<file path="src/rtl/train_pulse_seq_if.sv">
// Handshake/state bundle between the training controller and the pulse sequencer.
// The slave modport is the sequencer side; the master modport is the controller/bench side.
interface train_pulse_seq_if;
    logic [2:0] system_state;
    logic       key_state;
    logic       start;
    logic [3:0] dac_top_state;
    logic [1:0] pulse17_state;
    logic [1:0] pulse27_state;
    logic       busy;
    logic       done;

    modport master (
        output system_state, key_state, start,
        input  dac_top_state, pulse17_state, pulse27_state, busy, done
    );

    modport slave (
        input  system_state, key_state, start,
        output dac_top_state, pulse17_state, pulse27_state, busy, done
    );
endinterface

</file>
<file path="src/rtl/train_pulse_seq.sv">
// Training-phase pulse sequencer driving the shared state buses of all switch drivers.
// Optional macro TRAIN_PULSE_REPEAT_EN repeats the programming chain N_REPEAT times before the read window.
module train_pulse_seq #(
    parameter int unsigned SETUP_CYC   = 2,
    parameter int unsigned ACTIVE_CYC  = 4,
    parameter int unsigned RELEASE_CYC = 2,
    parameter int unsigned CNT1_CYC    = 3,
    parameter int unsigned V2_CYC      = 5,
    parameter int unsigned CNT2_CYC    = 3,
    parameter int unsigned READ_CYC    = 4,
    parameter int unsigned CW          = 16
`ifdef TRAIN_PULSE_REPEAT_EN
    , parameter int unsigned N_REPEAT  = 2
`endif
) (
    input logic               clk,
    input logic               rst_n,
    train_pulse_seq_if.slave  bus
);
    localparam logic [3:0] S_IDLE     = 4'd0;
    localparam logic [3:0] S_V1_2     = 4'd1;
    localparam logic [3:0] S_CNT_1_2  = 4'd2;
    localparam logic [3:0] S_V2_2     = 4'd3;
    localparam logic [3:0] S_CNT_2_2  = 4'd4;
    localparam logic [3:0] S_V_READ   = 4'd5;
    localparam logic [3:0] S_COMPLETE = 4'd6;
    localparam logic [3:0] S_V1_1     = 4'd7;
    localparam logic [3:0] S_V2_1     = 4'd8;
    localparam logic [3:0] S_CNT_1_1  = 4'd9;
    localparam logic [3:0] S_CNT_2_1  = 4'd10;

    localparam logic [CW-1:0] CNT_ZERO = {CW{1'b0}};
    localparam logic [CW-1:0] CNT_ONE  = {{(CW-1){1'b0}}, 1'b1};

    logic [3:0]    state_r, next_state_s;
    logic [1:0]    phase_r, next_phase_s;
    logic [CW-1:0] cnt_r, next_cnt_s;
    logic [1:0]    pulse17_r, pulse27_r;
    logic          busy_r, done_r;
    logic          en_s, hit_s, rep_last_s;
    logic [3:0]    succ_s;
`ifdef TRAIN_PULSE_REPEAT_EN
    logic [CW-1:0] rep_r, next_rep_s;
`endif

    // Last count value of the current dwell; pulse states dwell per phase.
    function automatic logic [CW-1:0] dwell_last(input logic [3:0] st, input logic [1:0] ph);
        logic [CW-1:0] r;
        case (st)
            S_V1_1, S_V1_2: begin
                case (ph)
                    2'd1:    r = CW'(SETUP_CYC - 32'd1);
                    2'd2:    r = CW'(ACTIVE_CYC - 32'd1);
                    2'd3:    r = CW'(RELEASE_CYC - 32'd1);
                    default: r = CNT_ZERO;
                endcase
            end
            S_CNT_1_1, S_CNT_1_2: r = CW'(CNT1_CYC - 32'd1);
            S_V2_1, S_V2_2:       r = CW'(V2_CYC - 32'd1);
            S_CNT_2_1, S_CNT_2_2: r = CW'(CNT2_CYC - 32'd1);
            S_V_READ:             r = CW'(READ_CYC - 32'd1);
            default:              r = CNT_ZERO;
        endcase
        return r;
    endfunction

    // Fixed successor of each timed state in the chain.
    function automatic logic [3:0] succ_of(input logic [3:0] st, input logic last);
        logic [3:0] r;
        case (st)
            S_V1_1:    r = S_CNT_1_1;
            S_CNT_1_1: r = S_V2_1;
            S_V2_1:    r = S_CNT_2_1;
            S_CNT_2_1: r = S_V1_2;
            S_V1_2:    r = S_CNT_1_2;
            S_CNT_1_2: r = S_V2_2;
            S_V2_2:    r = S_CNT_2_2;
            S_CNT_2_2: r = last ? S_V_READ : S_V1_1;
            S_V_READ:  r = S_COMPLETE;
            default:   r = S_IDLE;
        endcase
        return r;
    endfunction

`ifdef TRAIN_PULSE_REPEAT_EN
    assign rep_last_s = (rep_r == CW'(N_REPEAT - 32'd1));
`else
    assign rep_last_s = 1'b1;
`endif

    // Next-state, phase and dwell-counter logic; abort outranks every advance.
    always_comb begin
        en_s         = bus.key_state && (bus.system_state == 3'd2);
        hit_s        = (cnt_r == dwell_last(state_r, phase_r));
        succ_s       = succ_of(state_r, rep_last_s);
        next_state_s = state_r;
        next_phase_s = phase_r;
        next_cnt_s   = cnt_r + CNT_ONE;
`ifdef TRAIN_PULSE_REPEAT_EN
        next_rep_s   = rep_r;
`endif
        if ((state_r != S_IDLE) && !en_s) begin
            next_state_s = S_IDLE;
            next_phase_s = 2'd0;
            next_cnt_s   = CNT_ZERO;
`ifdef TRAIN_PULSE_REPEAT_EN
            next_rep_s   = CNT_ZERO;
`endif
        end else begin
            case (state_r)
                S_IDLE: begin
                    next_cnt_s = CNT_ZERO;
`ifdef TRAIN_PULSE_REPEAT_EN
                    next_rep_s = CNT_ZERO;
`endif
                    if (bus.start && en_s) begin
                        next_state_s = S_V1_1;
                        next_phase_s = 2'd1;
                    end else begin
                        next_state_s = S_IDLE;
                        next_phase_s = 2'd0;
                    end
                end
                S_V1_1, S_V1_2: begin
                    if (hit_s) begin
                        next_cnt_s = CNT_ZERO;
                        if (phase_r == 2'd3) begin
                            next_state_s = succ_s;
                            next_phase_s = 2'd0;
                        end else begin
                            next_phase_s = phase_r + 2'd1;
                        end
                    end else begin
                        next_phase_s = phase_r;
                    end
                end
                S_CNT_1_1, S_V2_1, S_CNT_2_1, S_CNT_1_2, S_V2_2, S_CNT_2_2, S_V_READ: begin
                    if (hit_s) begin
                        next_cnt_s   = CNT_ZERO;
                        next_state_s = succ_s;
                        next_phase_s = ((succ_s == S_V1_1) || (succ_s == S_V1_2)) ? 2'd1 : 2'd0;
`ifdef TRAIN_PULSE_REPEAT_EN
                        if ((state_r == S_CNT_2_2) && !rep_last_s) begin
                            next_rep_s = rep_r + CNT_ONE;
                        end else begin
                            next_rep_s = rep_r;
                        end
`endif
                    end else begin
                        next_state_s = state_r;
                    end
                end
                default: begin
                    // COMPLETE and the unused codes both fall back to IDLE.
                    next_state_s = S_IDLE;
                    next_phase_s = 2'd0;
                    next_cnt_s   = CNT_ZERO;
                end
            endcase
        end
    end

    // State and output registers; outputs are derived from next-state values so they align with state.
    always_ff @(posedge clk) begin
        if (!rst_n) begin
            state_r   <= S_IDLE;
            phase_r   <= 2'd0;
            cnt_r     <= CNT_ZERO;
            pulse17_r <= 2'd0;
            pulse27_r <= 2'd0;
            busy_r    <= 1'b0;
            done_r    <= 1'b0;
`ifdef TRAIN_PULSE_REPEAT_EN
            rep_r     <= CNT_ZERO;
`endif
        end else begin
            state_r   <= next_state_s;
            phase_r   <= next_phase_s;
            cnt_r     <= next_cnt_s;
            pulse17_r <= (next_state_s == S_V1_1) ? next_phase_s : 2'd0;
            pulse27_r <= (next_state_s == S_V1_2) ? next_phase_s : 2'd0;
            busy_r    <= (next_state_s != S_IDLE);
            done_r    <= (next_state_s == S_COMPLETE);
`ifdef TRAIN_PULSE_REPEAT_EN
            rep_r     <= next_rep_s;
`endif
        end
    end

    assign bus.dac_top_state = state_r;
    assign bus.pulse17_state = pulse17_r;
    assign bus.pulse27_state = pulse27_r;
    assign bus.busy          = busy_r;
    assign bus.done          = done_r;
endmodule

</file>
<file path="src/flat_wrapper.sv">
// flat-port wrapper written by rule: the top's interface ports become plain ports
module train_pulse_seq_flat 
#(
    parameter int unsigned SETUP_CYC   = 2,
    parameter int unsigned ACTIVE_CYC  = 4,
    parameter int unsigned RELEASE_CYC = 2,
    parameter int unsigned CNT1_CYC    = 3,
    parameter int unsigned V2_CYC      = 5,
    parameter int unsigned CNT2_CYC    = 3,
    parameter int unsigned READ_CYC    = 4,
    parameter int unsigned CW          = 16

)
  (clk, rst_n, bus_system_state, bus_key_state, bus_start, bus_dac_top_state, bus_pulse17_state, bus_pulse27_state, bus_busy, bus_done);
  train_pulse_seq_if bus_i ();
  input logic clk;
  input logic rst_n;
  input wire logic [$bits(bus_i.system_state)-1:0] bus_system_state;
  input wire logic [$bits(bus_i.key_state)-1:0] bus_key_state;
  input wire logic [$bits(bus_i.start)-1:0] bus_start;
  output wire logic [$bits(bus_i.dac_top_state)-1:0] bus_dac_top_state;
  output wire logic [$bits(bus_i.pulse17_state)-1:0] bus_pulse17_state;
  output wire logic [$bits(bus_i.pulse27_state)-1:0] bus_pulse27_state;
  output wire logic [$bits(bus_i.busy)-1:0] bus_busy;
  output wire logic [$bits(bus_i.done)-1:0] bus_done;
  assign bus_i.system_state = bus_system_state;
  assign bus_i.key_state = bus_key_state;
  assign bus_i.start = bus_start;
  assign bus_dac_top_state = bus_i.dac_top_state;
  assign bus_pulse17_state = bus_i.pulse17_state;
  assign bus_pulse27_state = bus_i.pulse27_state;
  assign bus_busy = bus_i.busy;
  assign bus_done = bus_i.done;
  train_pulse_seq #(.SETUP_CYC(SETUP_CYC), .ACTIVE_CYC(ACTIVE_CYC), .RELEASE_CYC(RELEASE_CYC), .CNT1_CYC(CNT1_CYC), .V2_CYC(V2_CYC), .CNT2_CYC(CNT2_CYC), .READ_CYC(READ_CYC), .CW(CW)) u_core (.clk(clk), .rst_n(rst_n), .bus(bus_i));
endmodule
</file>
<file path="config.mk">
export PLATFORM = sky130hd
export DESIGN_NAME = train_pulse_seq_flat
export DESIGN_NICKNAME = d
export VERILOG_FILES = /design/src/rtl/train_pulse_seq_if.sv /design/src/rtl/train_pulse_seq.sv /design/src/flat_wrapper.sv
export SDC_FILE = /design/constraint.sdc
export NUM_CORES = 1
export LEC_CHECK = 0
export BUFFER_PORTS_ARGS = -buffer_cell sky130_fd_sc_hd__buf_2
export CAP_MARGIN = 0
export CORE_ASPECT_RATIO = 1.75
export CORE_UTILIZATION = 52
export CTS_CLUSTER_DIAMETER = 60
export DETAILED_ROUTE_END_ITERATION = 8
export PLACE_DENSITY = 0.84
export SYNTH_ARGS = -nofsm -noshare
export SYNTH_HDL_FRONTEND = slang
export SYNTH_SLANG_ARGS = --single-unit
</file>
<file path="constraint.sdc">
create_clock -name clk -period 2.14 [get_ports clk]
set_input_delay 0.107 -clock clk [delete_from_list [all_inputs] [get_ports clk]]
set_output_delay 0.107 -clock clk [all_outputs]
set_load 0.01 [all_outputs]
</file>
==> flow_summary.yaml, run 1 <==
setup_path:
  r2r_slack_ps: -180
  crit_path_end_kind: "register"
  cp-start-kind: "register"
  cp_max_fo: 5
  critPathKind: "register to register"
  startpoint: "u_core.phase_r[0]$_SDFF_PN0_"
  crit_arrival_ps: 2540
  required_ps: 2360
  r2r_start: "u_core.phase_r[0]$_SDFF_PN0_"
cells_and_area:
  seqCellArea_um2: 572
  fin_nets: 262
  stdcell_area_um2: 2280
  final_common_cell: "nor2_1"
  num_antenna_cells: 0
  instances_no_fill: 292
  drive_gt1_share_pct: 36.4
  area_growth_pct: 37.2
  fill_cells: 206
  multiInputGateArea_um2: 1210
  layout_common_cells: "nor2_1, buf_4, dfxtp_1"
route:
  ant_nets: 0
  wl_per_cell_um: 17.1
  drt-pass1-iter-count: 4
  vias: 1723
  totalWireLength_um: 5010
  drt_iter0_markers: 59
  vias_per_cell: 5.90
  drc: 0
floorplanning:
  core_um2: 2990
  initial_core_util_pct: 55.4
  fp.dieW_um: 44.7
  die_h_um: 76.7
  num_rows: 26
  io_pins: 17
  dieArea_um2: 3430
timing:
  layout_setup_ws_ps: -175
  worst_slew_pin_slew_ps: 694
  drv_slew: 0
  clock_skew_ps: 3.25
  setup_viol: 25
  grt_setup_unrepaired: "yes"
  finalHoldViolCount: 0
  period_minus_slack_ps: 2320
  max_freq_mhz: 432
  max-slew-margin-rel_pct: 53.6
  min_period_over_period_pct: 108
global_route:
  grt_max_degree: 17
  grt_pass1_wl_um: 7820
  overflow: 0
  antenna_found_initial: 0
  grt_use_total_pct: 30.7
  grt_pass1_vias: 1690
cts:
  cts_sinks: 28
  cts_tree: "built"
  cts_buffer_depth: 2
  clk_pin_slew_worst_paths_ps: 100
  cts_root_buf: "clkbuf_8"
  holdBufCountCts: 0
  numCtsBuffers: 3
  cts_max_level: 1
  worst_skew_pair.late_latency_ps: 280
power_and_ir_drop:
  ir_drop_mv: 0.597
  p_leak_nw: 0.917
  power_density_nw_per_um2: 498
  p_total_mw: 1.13
placement:
  place.detailed.hpwl_um: 3130
  dp_cells: 281
  gp_congestion: 0.930
  postPlaceCellArea_um2: 1980
  port_buffers: 16
yosys:
  netlist_instances: 204
  synth-seq-cells: 28
  syn_area_per_cell_um2: 8.13
  yosysTopAreaCellShare_pct: 33.8
  synth_warnings: 0
  yosysUniqueCellTypes: 53
  async_flop_share_pct: 0
  synth_edf_count: 0
  ys.flop_type: "dfxtp_1"
  synthTopCellsByArea: "dfxtp_1, nor2_1, xnor2_1"
  synth_area_leader_cell: "dfxtp_1"
  yosysSeqAreaShare_pct: 33.8
  syn_area_um2: 1660
  syn-num-nets: 215
run_status:
  violations: "setup timing"
  status: "finished with violations"
worst_hold_path:
  hold_path.class: "input port to register"
  holdCritStartpoint: "rst_n"
job:
  max-cap-violations: 0
## cells in the mapped netlist, types with 2 or more instances
| cell type | n |
|---|---|
| nand4_1 | 2 |
| mux2i_1 | 4 |
| and3_1 | 7 |
| o21bai_1 | 2 |
| or3_1 | 2 |
| nor4_1 | 3 |
| nand3_1 | 8 |
| nand2_1 | 17 |
| nand2b_1 | 3 |
| xnor2_1 | 8 |
| clkbuf_1 | 4 |
| xor2_1 | 8 |
| and4_1 | 2 |
| nor3_1 | 5 |
| buf_2 | 4 |
| nand3b_1 | 2 |
| nor2_1 | 35 |
| a21oi_1 | 7 |
| ha_1 | 4 |
| nor2b_1 | 4 |
| a31oi_1 | 2 |
| dfxtp_1 | 28 |
| inv_1 | 8 |
| o21ai_0 | 6 |
## metal layers
metal	wire (µm)	part of all wire [%]	track usage [%]
met1	1720	34	30.3
met2	2800	56	59.3
met3	214	4.3	3.29
met4	272	5.4	13.3
met5	0	0	0
## final timing paths
check	to	cells past startpoint
worst min-delay path	u_core.bus.dac_top_state[2]$_SDFF_PN0_	3
worst min register to register	u_core.cnt_r[15]$_SDFF_PP0_	2
worst max register to register	u_core.bus.pulse27_state[0]$_SDFF_PN0_	9
worst max-delay path	u_core.bus.pulse27_state[0]$_SDFF_PN0_	9
## registers in the layout (all words and copies together), names as in the netlist
signal	count
u_core.cnt_r	16
u_core.bus.dac_top_state	4
u_core.bus.pulse17_state	2
u_core.bus.pulse27_state	2
u_core.phase_r	2
u_core.bus.busy	1
u_core.bus.done	1
## area by class of cell
type | count | area share [%]
multi-input combinational | 160 | 53.1
sequential | 28 | 25.1
timing repair buffer | 50 | 15.6
clock buffer | 4 | 2.42
tap | 42 | 2.31
inverter | 8 | 1.43
## worst max-delay path: stages (launching register included)
cell and delay (ps):
dfxtp_2 380, inv_4 60, ha_4 160, nand2b_4 140
a211o_1 290, a21oi_4 180, o2111ai_4 230, mux2i_2 230
nor4_2 340, and4_1 250
## timing repair
action	CTS	global route
buffers inserted	5	1
cloned	1	0
pin swaps	13	2
hold endpoints to repair	0	0
setup endpoints to repair	17	28
gates resized for setup	31	8
## where the power goes
group	switching, mW	internal (mW)
clock	0.170	0.165
sequential	0.0139	0.528
combinational	0.135	0.121
## kinds of logic after synthesis
family / Yosys count / synth area share, %
xor+xnor: 16 / 8.45
buf+inv: 17 / 4.37
simple gates: 102 / 33.0
compound gates: 31 / 13.5
flops: 28 / 33.8
fa+ha+maj: 4 / 3.02
mux: 6 / 3.92
## stage by stage
step | worst slack [ps] | util (%) | setup TNS (ps) | hold WS (ps)
floorplan | -0.298 | - | -0.298 | 242
global placement | -137 | 66.3 | -403 | 384
detailed placement | -207 | 66.3 | -969 | 393
CTS | -80.9 | 74.8 | -228 | 84.6
global route | -225 | 76.0 | -3970 | 105
finish | -175 | 76.0 | -2230 | 103
Note: power is estimated with default switching activity, not from simulation.
==> inputs of run 2 (changes only) <==
- REMOVE_ABC_BUFFERS: default -> 1
==> flow_summary.yaml, run 2 (synthesized netlist as in run 1, its figures left out) <==
global_route:
  grt_use_total_pct: 33.3
  grt_pass1_wl_um: 8400
  overflow: 0
  grt_max_degree: 17
  antenna_found_initial: 0
  grt_pass1_vias: 1891
route:
  totalWireLength_um: 5880
  drc: 0
  dr_wl_met2_um: 3190
  drt_iter0_markers: 93
  ant_nets: 0
  wl_met1_um: 1920
  vias_per_cell: 6.20
  wl_per_cell_um: 19.5
  top_layer: "met4"
  drt-pass1-iter-count: 4
  vias: 1865
  wl_met3_um: 265
cells_and_area:
  regMostFlops: "u_core.cnt_r"
  drive_gt1_share_pct: 44.8
  layout_common_cells: "buf_4, nor2_1, dfxtp_1"
  fin_nets: 271
  num_antenna_cells: 0
  area_growth_pct: 50.2
  largest_reg_flops: 16
  final_common_cell: "buf_4"
  fin_util_pct: 83.2
floorplanning:
  initial_core_util_pct: 55.4
  fp.dieW_um: 44.7
  core_um2: 2990
  num_rows: 26
  io_pins: 17
  die_h_um: 76.7
  dieArea_um2: 3430
setup_path:
  crit_chain: "inv_2 > ha_2 > nand2b_4 > a211o_1 > a21oi_4 > o2111ai_4 > mux2i_2 > nor4_2 > and4_1"
  cp-start-kind: "register"
  required_ps: 2370
  critPathKind: "register to register"
  crit_arrival_ps: 2580
  crit_family: "compound AO/OA/AOI/OAI gates"
  crit_path_end_kind: "register"
  worst_path_max_delay_cell: "dfxtp_2"
  slowest_delay_ps: 360
  crit_buf_inv: 1
  cp_max_fo: 5
placement:
  port_buffers: 16
  gp_congestion: 0.850
  place.detailed.hpwl_um: 3280
cts:
  numCtsBuffers: 3
  cts_sinks: 28
  cts_tree: "built"
  cts_max_level: 1
  clk_pin_slew_worst_paths_ps: 100
  worst_skew_pair.late_latency_ps: 280
  cts_buffer_depth: 2
  cts_root_buf: "clkbuf_8"
timing:
  max-slew-margin-rel_pct: 56.7
  grt_setup_unrepaired: "yes"
  clock_skew_ps: 6.54
  finalHoldViolCount: 0
  tns_ps: -4290
  worst_slew_pin_slew_ps: 641
  layout_setup_ws_ps: -209
  setup_viol: 28
  max_freq_mhz: 426
  drv_slew: 0
  min_period_over_period_pct: 110
  period_minus_slack_ps: 2350
power_and_ir_drop:
  power_density_nw_per_um2: 494
  ir_drop_mv: 0.526
  p_leak_nw: 0.979
run_status:
  status: "finished with violations"
  violations: "setup timing"
worst_hold_path:
  hold_path.class: "input port to register"
job:
  max-cap-violations: 0
==> run 2: final cells by class <==
type | instances | area, µm²
well taps | 42 | 52.6
fillers | 181 | 502
clock buffers | 3 | 41.3
repair buffers | 59 | 448
flip-flops and latches | 28 | 581
inverters | 8 | 30.0
clock inverters | 1 | 30.0
multi-input cells | 160 | 1310
==> run 2: worst paths after layout <==
path	startpoint	endpoint	slack, ps	cells after the start
setup / recovery	u_core.phase_r[0]$_SDFF_PN0_	u_core.bus.pulse27_state[0]$_SDFF_PN0_	-210	9
hold / removal	rst_n	u_core.phase_r[1]$_SDFF_PN0_	110	3
setup reg to reg	u_core.phase_r[0]$_SDFF_PN0_	u_core.bus.pulse27_state[0]$_SDFF_PN0_	-210	9
hold reg to reg	u_core.cnt_r[15]$_SDFF_PP0_	u_core.cnt_r[15]$_SDFF_PP0_	550	2
==> run 2: repair_timing <==
| action | CTS | global route |
|---|---|---|
| setup endpoints to repair | 27 | 28 |
| pin swaps | 16 | 13 |
| hold buffers | 0 | 0 |
| buffers inserted | 6 | 2 |
| gates resized for setup | 37 | 36 |
| cloned | 1 | 1 |
==> run 2: where the power goes <==
part           internal (mW)  total (mW)  switching, mW
combinational          0.127       0.271          0.144
sequential             0.527       0.541         0.0134
clock                  0.251       0.419          0.169
==> run 2: metal layers <==
metal,GRT usage [%],vias up
li1,-,825
met5,0,-
met2,61.9,104
met3,4.94,54
met4,25.2,0
met1,29.1,882
==> run 2: metrics by stage <==
stage | area, µm² | hold WS [ps] | setup slack [ps] | cells | power [mW]
6_report | 2490 | 108 | -209 | 301 | 1.23
5_1_grt | 2490 | 112 | -295 | 301 | 1.27
4_1_cts | 2300 | 111 | -88.8 | 298 | 1.19
3_5_place_dp | 2020 | 410 | -256 | 287 | 0.741
3_3_place_gp | 2020 | 388 | -197 | 287 | 0.737
2_1_floorplan | 1620 | 242 | -209 | 195 | 0.654
==> run 2: worst register-to-register path: stages (launching register included) <==
cell       delay [ps]
dfxtp_2           360
inv_2              60
ha_2              190
nand2b_4          150
a211o_1           300
a21oi_4           210
o2111ai_4         250
mux2i_2           260
nor4_2            290
and4_1            230
==> inputs of run 3 (changes only) <==
- GPL_TIMING_DRIVEN: default -> 0
==> flow_summary.yaml, run 3 (synthesized netlist as in run 1, its figures left out) <==
cells_and_area:
  stdcell_area_um2: 2190
  fill_cells: 222
  fin_util_pct: 73.2
  drive_gt1_share_pct: 32.5
  layout_common_cells: "nor2_1, dfxtp_1, nand2_1, buf_2, buf_4"
  final_common_cell: "nor2_1"
  regMostFlops: "u_core.cnt_r"
  num_antenna_cells: 0
  area_growth_pct: 32.0
  largest_reg_flops: 16
  fin_nets: 249
timing:
  worst_slew_pin_slew_ps: 693
  layout_setup_ws_ps: -237
  setup_viol: 9
  finalHoldViolCount: 0
  timing.hold.ws_ps: 66.0
  min_period_over_period_pct: 111
  grt_setup_unrepaired: "yes"
  period_minus_slack_ps: 2380
  max_freq_mhz: 421
  max-slew-margin-rel_pct: 53.3
  drv_slew: 0
  clock_skew_ps: 2.79
  tns_ps: -1210
power_and_ir_drop:
  seqPwrFrac_pct: 45.4
  power_frac_comb_pct: 19.0
  power_switching_mw: 0.315
  p_total_mw: 1.19
  internal_power_mw: 0.880
  power.share.clock_pct: 35.7
  switching_share_pct: 26.3
  p_leak_nw: 0.859
  power_density_nw_per_um2: 546
  ir_drop_mv: 0.509
setup_path:
  crit_arrival_ps: 2580
  crit_path_end_kind: "register"
  cp-start-kind: "register"
  timing.rr.end: "u_core.bus.pulse17_state[1]$_SDFF_PN0_"
  cp_max_fo: 5
  required_ps: 2340
  r2r_cells: 9
  startpoint: "u_core.phase_r[0]$_SDFF_PN0_"
  r2r_slack_ps: -240
  r2r_start: "u_core.phase_r[0]$_SDFF_PN0_"
  crit_end: "u_core.bus.pulse17_state[1]$_SDFF_PN0_"
  critPathKind: "register to register"
route:
  vias_per_cell: 6.19
  wl_per_cell_um: 17.7
  drc: 0
  vias: 1726
  totalWireLength_um: 4930
  ant_nets: 0
  drt_iter0_markers: 108
  drt-pass1-iter-count: 4
floorplanning:
  fp.dieW_um: 44.7
  dieArea_um2: 3430
  io_pins: 17
  die_h_um: 76.7
  num_rows: 26
  core_um2: 2990
  initial_core_util_pct: 55.4
worst_hold_path:
  hold_path.class: "input port to register"
global_route:
  overflow: 0
  antenna_found_initial: 0
  grt_pass1_vias: 1692
  grt_use_total_pct: 29.1
  grt_max_degree: 23
  grt_pass1_wl_um: 7520
cts:
  worst_skew_pair.late_latency_ps: 290
  cts_buffer_depth: 2
  cts_sinks: 28
  cts_tree: "built"
  numCtsBuffers: 3
  cts_root_buf: "clkbuf_8"
  clk_pin_slew_worst_paths_ps: 100
  cts_max_level: 1
placement:
  postPlaceCellArea_um2: 1750
  port_buffers: 16
  gp_congestion: 0.837
  place.detailed.hpwl_um: 2630
job:
  max-cap-violations: 0
run_status:
  violations: "setup timing"
  status: "finished with violations"
run 3: changes by cell type in the layout (fill, tap and decap cells not counted), sizes merged:
cell / change
buf: -22
run 3: worst max-delay path: stages (launching register included):
cell,delay [ps]
dfxtp_2,380
inv_4,60
ha_4,160
a21oi_2,120
o22ai_2,90
o31a_1,310
o2111ai_4,370
mux2i_2,410
o21bai_4,120
nor4b_2,260
run 3: worst min-delay path by stage:
stage / start / end / depth (start not counted)
finish: rst_n / u_core.phase_r[1]$_SDFF_PN0_ / 3
global route: rst_n / u_core.phase_r[1]$_SDFF_PN0_ / 3
CTS: rst_n / u_core.phase_r[1]$_SDFF_PN0_ / 3
detailed placement: rst_n / u_core.phase_r[1]$_SDFF_PN0_ / 3
global placement: rst_n / u_core.phase_r[1]$_SDFF_PN0_ / 3
floorplan: rst_n / u_core.bus.dac_top_state[2]$_SDFF_PN0_ / 2
run 3: power by group through the flow:
stage	Clock [mW]	Sequential, mW	Combinational (mW)
after global routing	0.452	0.543	0.240
after detailed placement	0	0.563	0.130
final	0.426	0.542	0.227
after CTS	0.423	0.548	0.185
after floorplan	0	0.561	0.0928
after global placement	0	0.562	0.129
run 3: through the flow:
step | worst slack (ps) | instances
CTS | -158 | 268
finish | -237 | 279
global placement | -595 | 253
detailed placement | -612 | 253
floorplan | -209 | 195
global route | -309 | 279
run 3: per-layer routing:
metal,vias up,global-route usage (%),part of all wire [%]
met5,-,0,0
met4,0,13.9,6.9
met3,42,3.29,4.6
met2,88,55.3,55
met1,812,28.7,33
li1,784,-,-
run 3: what timing repair did:
item / in CTS / in global routing
buffers inserted: 10 / 12
setup endpoints to repair: 28 / 11
hold buffers: 0 / 0
gates resized for setup: 39 / 8
pin swaps: 11 / 7
gates cloned: 1 / 0
run 3: layout make-up:
class / count / area [µm²] / share of cell area [%]
clock buffers: 3 / 41.3 / 1.89
well taps: 42 / 52.6 / 2.40
inverters: 8 / 32.5 / 1.49
flip-flops and latches: 28 / 582 / 26.6
clock inverters: 1 / 30.0 / 1.37
multi-input cells: 160 / 1210 / 55.2
repair buffers: 37 / 243 / 11.1
